**src/rtl/accel_pkg.sv**
```systemverilog
// Shared types and accelerator register map
// for the accelerator DMA master.
package accel_pkg;

  typedef enum logic [2:0] {
    IDLE,
    RD_REQ,
    RD_RESP,
    WR_REQ,
    WR_RESP,
    DONE
  } state_t;

  localparam int BUS_W = 32;

  localparam logic [31:0] ACCEL_BASE  = 32'h8000_5000;
  localparam logic [31:0] CTRL_OFS    = 32'h0000_0000;
  localparam logic [31:0] DATA_IN_OFS = 32'h0000_0004;

endpackage

```
**src/rtl/accel_dma_master_if.sv**
```systemverilog
// Host bus request/grant/response bundle
// between the DMA master and the memory fabric.
interface accel_dma_master_if;

  logic        host_req_o;
  logic [31:0] host_add_o;
  logic        host_we_o;
  logic [31:0] host_wdata_o;
  logic [3:0]  host_be_o;
  logic        host_gnt_i;
  logic        host_r_valid_i;
  logic [31:0] host_r_rdata_i;

  modport master (
    output host_req_o,
    output host_add_o,
    output host_we_o,
    output host_wdata_o,
    output host_be_o,
    input  host_gnt_i,
    input  host_r_valid_i,
    input  host_r_rdata_i
  );

  modport slave (
    input  host_req_o,
    input  host_add_o,
    input  host_we_o,
    input  host_wdata_o,
    input  host_be_o,
    output host_gnt_i,
    output host_r_valid_i,
    output host_r_rdata_i
  );

endinterface

```
**src/rtl/accel_dma_master.sv**
```systemverilog
// Word-at-a-time DMA mover: memory reads feed
// accelerator register writes, one txn in flight.
module accel_dma_master
  import accel_pkg::*;
#(
  parameter int BusWidth = BUS_W
) (
  input  logic        clk,
  input  logic        rst,
  input  logic        start_i,
  input  logic [31:0] cfg_src_i,
  input  logic [31:0] cfg_dst_i,
  input  logic [15:0] cfg_len_i,
  input  logic        cfg_dst_inc_i,
  input  logic        abort_i,
  output logic        busy_o,
  output logic        done_o,
  output logic        aborted_o,
  accel_dma_master_if.master host
);

  localparam logic [BusWidth-1:0] WORD = 4;

  state_t state_q, state_d;

  logic [BusWidth-1:0] src_q;
  logic [BusWidth-1:0] dst_q;
  logic [BusWidth-1:0] buf_q;
  logic [15:0]         rem_q;
  logic                inc_q;
  logic                abt_q;

  logic rvalid;
  logic gnt;
  logic stop;

  assign rvalid = host.host_r_valid_i;
  assign gnt    = host.host_gnt_i;
  // abort seen at any point in a txn ends the run once it completes
  assign stop   = abort_i | abt_q;

  always_ff @(posedge clk or posedge rst) begin
    if (rst) state_q <= IDLE;
    else     state_q <= state_d;
  end

  always_comb begin
    state_d = state_q;
    unique case (state_q)
      IDLE: begin
        if (start_i)
          state_d = (cfg_len_i == '0) ? DONE : RD_REQ;
      end
      RD_REQ: begin
        if (gnt)          state_d = RD_RESP;
        else if (abort_i) state_d = DONE;
      end
      RD_RESP: begin
        if (rvalid)
          state_d = stop ? DONE : WR_REQ;
      end
      WR_REQ: begin
        if (gnt)          state_d = WR_RESP;
        else if (abort_i) state_d = DONE;
      end
      WR_RESP: begin
        if (rvalid)
          state_d = (stop || rem_q == 16'd1)
                  ? DONE : RD_REQ;
      end
      DONE:    state_d = IDLE;
      default: state_d = IDLE;
    endcase
  end

  always_ff @(posedge clk or posedge rst) begin
    if (rst) begin
      src_q <= '0;
      dst_q <= '0;
      buf_q <= '0;
      rem_q <= '0;
      inc_q <= 1'b0;
      abt_q <= 1'b0;
    end else begin
      unique case (state_q)
        IDLE: begin
          abt_q <= 1'b0;
          if (start_i && cfg_len_i != '0) begin
            src_q <= cfg_src_i;
            dst_q <= cfg_dst_i;
            rem_q <= cfg_len_i;
            inc_q <= cfg_dst_inc_i;
          end
        end
        RD_RESP: begin
          if (rvalid) buf_q <= host.host_r_rdata_i;
        end
        WR_RESP: begin
          if (rvalid) begin
            src_q <= src_q + WORD;
            if (inc_q) dst_q <= dst_q + WORD;
            rem_q <= rem_q - 16'd1;
          end
        end
        default: ;
      endcase
      if (abort_i && state_q != IDLE && state_q != DONE)
        abt_q <= 1'b1;
    end
  end

  logic rd_req;
  logic wr_req;

  assign rd_req = (state_q == RD_REQ);
  assign wr_req = (state_q == WR_REQ);

  assign busy_o    = (state_q != IDLE);
  assign done_o    = (state_q == DONE);
  assign aborted_o = done_o & abt_q;

  assign host.host_req_o   = rd_req | wr_req;
  assign host.host_we_o    = wr_req;
  assign host.host_be_o    = (rd_req | wr_req) ? 4'hF : 4'h0;
  assign host.host_wdata_o = wr_req ? buf_q : '0;
  assign host.host_add_o   = rd_req ? src_q
                           : wr_req ? dst_q : '0;

endmodule

```
**src/flat_wrapper.sv**
```systemverilog
// flat-port wrapper written by rule: the top's interface ports become plain ports
module accel_dma_master_flat import accel_pkg::*;
#(
  parameter int BusWidth = BUS_W
)
  (clk, rst, start_i, cfg_src_i, cfg_dst_i, cfg_len_i, cfg_dst_inc_i, abort_i, busy_o, done_o, aborted_o, host_host_req_o, host_host_add_o, host_host_we_o, host_host_wdata_o, host_host_be_o, host_host_gnt_i, host_host_r_valid_i, host_host_r_rdata_i);
  accel_dma_master_if host_i ();
  input  logic clk;
  input  logic rst;
  input  logic start_i;
  input  logic [31:0] cfg_src_i;
  input  logic [31:0] cfg_dst_i;
  input  logic [15:0] cfg_len_i;
  input  logic cfg_dst_inc_i;
  input  logic abort_i;
  output logic busy_o;
  output logic done_o;
  output logic aborted_o;
  output wire logic [$bits(host_i.host_req_o)-1:0] host_host_req_o;
  output wire logic [$bits(host_i.host_add_o)-1:0] host_host_add_o;
  output wire logic [$bits(host_i.host_we_o)-1:0] host_host_we_o;
  output wire logic [$bits(host_i.host_wdata_o)-1:0] host_host_wdata_o;
  output wire logic [$bits(host_i.host_be_o)-1:0] host_host_be_o;
  input wire logic [$bits(host_i.host_gnt_i)-1:0] host_host_gnt_i;
  input wire logic [$bits(host_i.host_r_valid_i)-1:0] host_host_r_valid_i;
  input wire logic [$bits(host_i.host_r_rdata_i)-1:0] host_host_r_rdata_i;
  assign host_host_req_o = host_i.host_req_o;
  assign host_host_add_o = host_i.host_add_o;
  assign host_host_we_o = host_i.host_we_o;
  assign host_host_wdata_o = host_i.host_wdata_o;
  assign host_host_be_o = host_i.host_be_o;
  assign host_i.host_gnt_i = host_host_gnt_i;
  assign host_i.host_r_valid_i = host_host_r_valid_i;
  assign host_i.host_r_rdata_i = host_host_r_rdata_i;
  accel_dma_master #(.BusWidth(BusWidth)) u_core (.clk(clk), .rst(rst), .start_i(start_i), .cfg_src_i(cfg_src_i), .cfg_dst_i(cfg_dst_i), .cfg_len_i(cfg_len_i), .cfg_dst_inc_i(cfg_dst_inc_i), .abort_i(abort_i), .busy_o(busy_o), .done_o(done_o), .aborted_o(aborted_o), .host(host_i));
endmodule
```
**config.mk**
```make
export PLATFORM = sky130hd
export DESIGN_NAME = accel_dma_master_flat
export DESIGN_NICKNAME = d
export VERILOG_FILES = /design/src/rtl/accel_pkg.sv /design/src/rtl/accel_dma_master_if.sv /design/src/rtl/accel_dma_master.sv /design/src/flat_wrapper.sv
export SDC_FILE = /design/constraint.sdc
export NUM_CORES = 1
export LEC_CHECK = 0
export BUFFER_PORTS_ARGS = -buffer_cell sky130_fd_sc_hd__buf_2
export CELL_PAD_IN_SITES_DETAIL_PLACEMENT = 1
export CELL_PAD_IN_SITES_GLOBAL_PLACEMENT = 2
export CORE_MARGIN = 1.5
export CORE_UTILIZATION = 33
export CTS_BUF_LIST = sky130_fd_sc_hd__clkbuf_4
export CTS_CLUSTER_DIAMETER = 30
export CTS_CLUSTER_SIZE = 14
export DETAILED_ROUTE_END_ITERATION = 6
export GPL_ROUTABILITY_DRIVEN = 0
export HOLD_SLACK_MARGIN = 0.15
export PLACE_DENSITY = 0.88
export RECOVER_POWER = 25
export SLEW_MARGIN = 20
export SYNTH_ARGS = -nofsm -noshare
export SYNTH_HDL_FRONTEND = slang
export SYNTH_SLANG_ARGS = --single-unit
export TNS_END_PERCENT = 5
```
**constraint.sdc**
```tcl
create_clock -name clk -period 4.4 [get_ports clk]
set_input_delay 0.44 -clock clk [delete_from_list [all_inputs] [get_ports clk]]
set_output_delay 0.44 -clock clk [all_outputs]
set_load 0.02 [all_outputs]
```
# Yosys cells after proc, flatten, opt, wreduce, memory -nomap -nowiden
# Index checks and enable logic that the tools add are counted.
[totals] out_inout_bits=73 elab_cells=66 reg_bits=117 inputBits=119
[op_classes] bitwise=3 n_reduce_logical=15 eq_ne=12 muxes=26 addsub=3
[ops] cell="two-way mux 32 bit" count=8
[ops] cell="one-hot mux 32 bit (2 select lines)" count=2
[ops] cell="adder 32 x 3 -> 32 bit (second input constant)" count=2
[ops] cell="two-way mux 16 bit" count=2
[ops] cell="one-hot mux 16 bit (2 select lines)" count=1
[ops] cell="two-way mux 3 bit" count=9
[ops] cell="== test 16 x 1 -> 1 bit (second input constant)" count=1
[ops] cell="logical NOT 16 bit" count=1
[ops] cell="nonzero test 16 bit" count=1
[ops] cell="subtractor 16 x 1 -> 16 bit (second input constant)" count=1
[ops] cell="one-hot mux 3 bit (5 select lines)" count=1
[ops] cell="== test 3 x 2 -> 1 bit (second input constant)" count=2
[ops] cell="== test 3 bit (second input constant)" count=2
[ops] cell="!= test 2 bit (second input constant)" count=3
[ops] cell="AND reduction 3 bit" count=2
[ops] cell="two-way mux 4 bit" count=1
[ops] cell="!= test 2 x 1 -> 1 bit (second input constant)" count=2
[ops] cell="AND reduction 2 bit" count=2
[ops] cell="AND reduction 4 bit" count=1
[ops] cell="nonzero test 2 bit" count=2
[ops] cell="== test 3 x 1 -> 1 bit (second input constant)" count=1
[ops] cell="logical AND 1 bit" count=3
[ops] cell="logical NOT 3 bit" count=1
[ops] cell="!= test 3 bit (second input constant)" count=1
[ops] cell="5 further kinds" count=7

# Longest topological paths before layout
[logic_depth] depth_word=5 ltp_mapped=8 ltp_nobuf=6

# Worst setup path after synthesis
# No wires, ideal clock.
[synth_timing] path_kind="reg-to-output" startpoint="register u_core.state_q[2]" endpoint="output host_host_wdata_o[22]" path_buffers=3 stages_incl_launch_ff=7 path_slack_ns=2.339 arrival_ns=1.621 required_ns=3.960 cell_sequence="dfrtp_1 -> buf_2 -> nand2b_1 -> clkbuf_1 -> nor2_1 -> clkbuf_1 -> and2_1"
[synth_between] elab_chain_len=2
[synth_rtl] element="start: declaration" line_no="accel_dma_master.sv:24" text="state_t state_q, state_d;"
[synth_rtl] element="start signal: assignment" line_no="accel_dma_master.sv:44" text="else state_q <= state_d;"
[synth_rtl] element="== test 3 x 2 -> 1 bit" line_no="accel_dma_master.sv:116" text="assign wr_req = (state_q == WR_REQ);"
[synth_rtl] element="net host_host_we_o" line_no="flat_wrapper.sv:21" text="output wire logic [$bits(host_i.host_we_o)-1:0] host_host_we_o;"
[synth_rtl] element="two-way mux 32 bit" line_no="accel_dma_master.sv:125" text="assign host.host_wdata_o = wr_req ? buf_q : '0;"
[synth_rtl] element="end: declaration" line_no="flat_wrapper.sv:22" text="output wire logic [$bits(host_i.host_wdata_o)-1:0] host_host_wdata_o;"
# The timed path passes the listed nets, and every way through them passes these cells.

# Worst setup path after layout
[layout_timing] startpoint="register u_core.state_q[2]" endpoint="output host_host_wdata_o[5]"
[layout_between] elab_chain_len=2
[layout_rtl] element="== test 3 x 2 -> 1 bit" line_no="accel_dma_master.sv:116"
[layout_rtl] element="two-way mux 32 bit" line_no="accel_dma_master.sv:125"
# No other way between the ends.

==> flow_metrics.tcl <==
set metrics [dict create \
    outcome "finished, violations left" \
    failed_checks "capacitance limit, slew limit" \
    grt_setup_unrepaired "no" \
    synth_ff_type "dfrtp_1" \
    start_util_pct 33.6 \
    cp-start-kind "flop" \
    nFillCells 2592 \
    final_cell_area_um2 9150 \
    dr.pass1.iters 5 \
    final_cells 1309 \
    synthTopCellsByArea "dfrtp_1, a21oi_1, mux2_2, mux2i_1, o21ai_0" \
    fp.dieW_um 152 \
    yosysSeqAreaShare_pct 39.7 \
    grt_pass1_vias 7182 \
    hpwl_mm 17.4 \
    ios 192 \
    path_class "reg -> out" \
    pwr-share-comb_pct 46.9 \
    ctsResizeCount 0 \
    wire_per_inst_um 19.2 \
    p_per_area_nw_per_um2 640 \
    drt.antenna.violating_nets 0 \
    power.share.clock_pct 13.7 \
    critPathMaxStageDelay_ns 0.78 \
    multi_input_area_um2 4030 \
    max-vdd-ir-drop_uv 262 \
    synth_edf_count 0 \
    path_max_fanout 34 \
    switching_share_pct 48.7 \
    setup_tns_ns 0 \
    drt_iter0_drc 413 \
    fin_nets 1138 \
    cpMostUsedCell "buf_4" \
    coreArea_um2 21900 \
    slew_viol_final 58 \
    dp.cells 1230 \
    clkTransAtPathRegs_ns 0.13 \
    seq_power_share_pct 39.4 \
    critPathRequiredTime_ns 3.96 \
    fin_skew_ns 0.0230 \
    seqCellArea_um2 2930 \
    cts_setup_buffers 0 \
    ctsLongestPathBuffers 2 \
    io_buffers 191 \
    synth_nets 935 \
    drive_above_1_share_pct 30.1 \
    worstSetupEndpointType "primary output" \
    yosys.area.top_type "dfrtp_1" \
    synth_common_cells "dfrtp_1, a21oi_1, nor2_1" \
    p_leak_nw 3.96 \
    wl_mm 25.2 \
    slowest_stage "dfrtp_1" \
    setup_viol 0 \
    arrival_ns 2.53 \
    min_to "u_core.src_q[12]" \
    timing.rr.start "u_core.state_q[2]" \
    fp-row-count 54 \
    path_cells "nand2b_1 -> buf_4 -> nor2_1 -> buf_4 -> and2_1 -> buf_2" \
    gr-total-overflow 0 \
    dieArea_um2 23200 \
    placed_area_um2 8410 \
    antenna_found_initial 1 \
    critical_path.top_delay_family "flip-flops" \
    worstRegToRegCells 5 \
    cts_root_buf "clkbuf_4" \
    worstMarginPinSlew_ns 2.92 \
    rr_endpoint "u_core.src_q[30]" \
    cts_tree "built" \
    hold_viol 0 \
    synth-seq-cells 117 \
    fp.dieH_um 152 \
    async_flop_share_pct 100 \
    fin_crit_sh_pct 67.6 \
    cts_buffers 17 \
    maxSlewHeadroom_pct -95.5 \
    hold_class "in -> reg" \
    cts_max_level 4 \
    setup_slack_ns 1.43 \
    grt_max_degree 111 \
    rrSetupSlack_ns 1.56 \
    hold_start "cfg_src_i[12]" \
    p_total_mw 5.85 \
    via_per_inst 5.47 \
    grt_pass1_wl_mm 40.6 \
    period_minus_slack_ns 2.97 \
    cap_violations 1 \
    num_vias 7154 \
    netSwitchingPower_mw 2.85 \
    intPower_mw 3.01 \
    netlist_area_um2 7370 \
    fmax_ghz 0.336 \
    yosysMostFrequentCell "dfrtp_1" \
    cp_num_buf_inv 3 \
    synth_area_per_cell_um2 9.07 \
    synth_warnings 0 \
    cts.sinks 117 \
    pre_cts_slack_ns 1.64 \
    grt_use_total_pct 21.8 \
    clock_latency_ns 0.55 \
    synth_top_area_share_pct 39.7 \
    synthCells 812 \
    syn_to_final_growth_pct 24.2 \
    ys_types 70 \
    drc 0 \
    min_path_cells 3 \
]
[cell type report]
| class | instances | area share [%] |
|---|---|---|
| sequential | 117 | 32.0 |
| clock buffer | 17 | 1.39 |
| inverter | 13 | 0.547 |
| tap | 280 | 3.83 |
| multi-input combinational | 616 | 44.1 |
| antenna | 1 | 0.0273 |
| clock inverter | 15 | 1.56 |
| timing repair buffer | 250 | 16.5 |
[cell usage in the layout, fill, tap and decap left out, types with 34 or more instances in the layout]
master / Yosys / layout
a21oi_1: 85 / 85
and2_1: 34 / 34
buf_2: 25 / 191
dfrtp_1: 117 / 116
dlygate4sd3_1: 0 / 46
mux2_2: 36 / 36
mux2i_1: 36 / 36
nand2_1: 58 / 57
nor2_1: 74 / 74
o21ai_0: 56 / 56
[layer usage]
metal  global-route usage [%]  up-vias  wire length [µm]
li1                         -     3428                 -
met4                     5.78        0               269
met5                        0        -                 0
met1                     30.2     3520             12200
met2                     35.6      189             11900
met3                     3.04       17               887
[stage by stage]
stage / utilization [%] / hold slack (ns)
6_report: 41.8 / 0.199
5_1_grt: 41.8 / 0.168
4_1_cts: 41.8 / 0.159
3_5_place_dp: 38.4 / 0.469
3_3_place_gp: 38.4 / 0.462
2_1_floorplan: - / 0.449
[timing repair]
action                                  in CTS  in global routing
endpoints found under the hold margin      100                  0
hold buffers                                46                  0
endpoints found under the setup margin       0                  0
[power by group through the flow]
stage | combinational [mW] | clock (mW) | sequential, mW
after floorplan | 2.20 | 0 | 2.00
after global placement | 2.65 | 0 | 2.28
after detailed placement | 2.71 | 0 | 2.31
after CTS | 2.75 | 0.825 | 2.28
after global routing | 3.04 | 0.866 | 2.38
final | 2.75 | 0.801 | 2.31
[worst max path at each step]
stage | start | endpoint | slack (ns) | cells after the start
after floorplan | rst | u_core.abt_q | 0.86 | 1
after global placement | cfg_len_i[10] | u_core.src_q[26] | 1.69 | 7
after detailed placement | u_core.state_q[2] | u_core.src_q[30] | 1.64 | 5
after CTS | u_core.state_q[2] | host_host_wdata_o[13] | 1.38 | 6
after global routing | u_core.state_q[2] | host_host_wdata_o[15] | 1.26 | 6
final | u_core.state_q[2] | host_host_wdata_o[5] | 1.43 | 6
[registers in the layout (all words and copies together) (netlist names)]
name            cells
u_core.src_q       32
u_core.abt_q        1
u_core.state_q      3
u_core.rem_q       16
u_core.buf_q       32
u_core.dst_q       32
u_core.inc_q        1
[kinds of logic after synthesis]
group,Yosys count,synth area share [%]
flip-flops,117,39.7
adder cells (fa/ha/maj),4,0.679
multiplexers,73,10.5
AND/OR/NAND/NOR,281,20.9
AO/OA/AOI/OAI,258,22.2
buffers and inverters,79,5.91
[worst min-delay path, delay by kind of cell]
family          cells  cell delay (ns)
buf+inv             1             0.10
compound gates      2             0.18
Note: power is estimated with default switching activity, not from simulation.
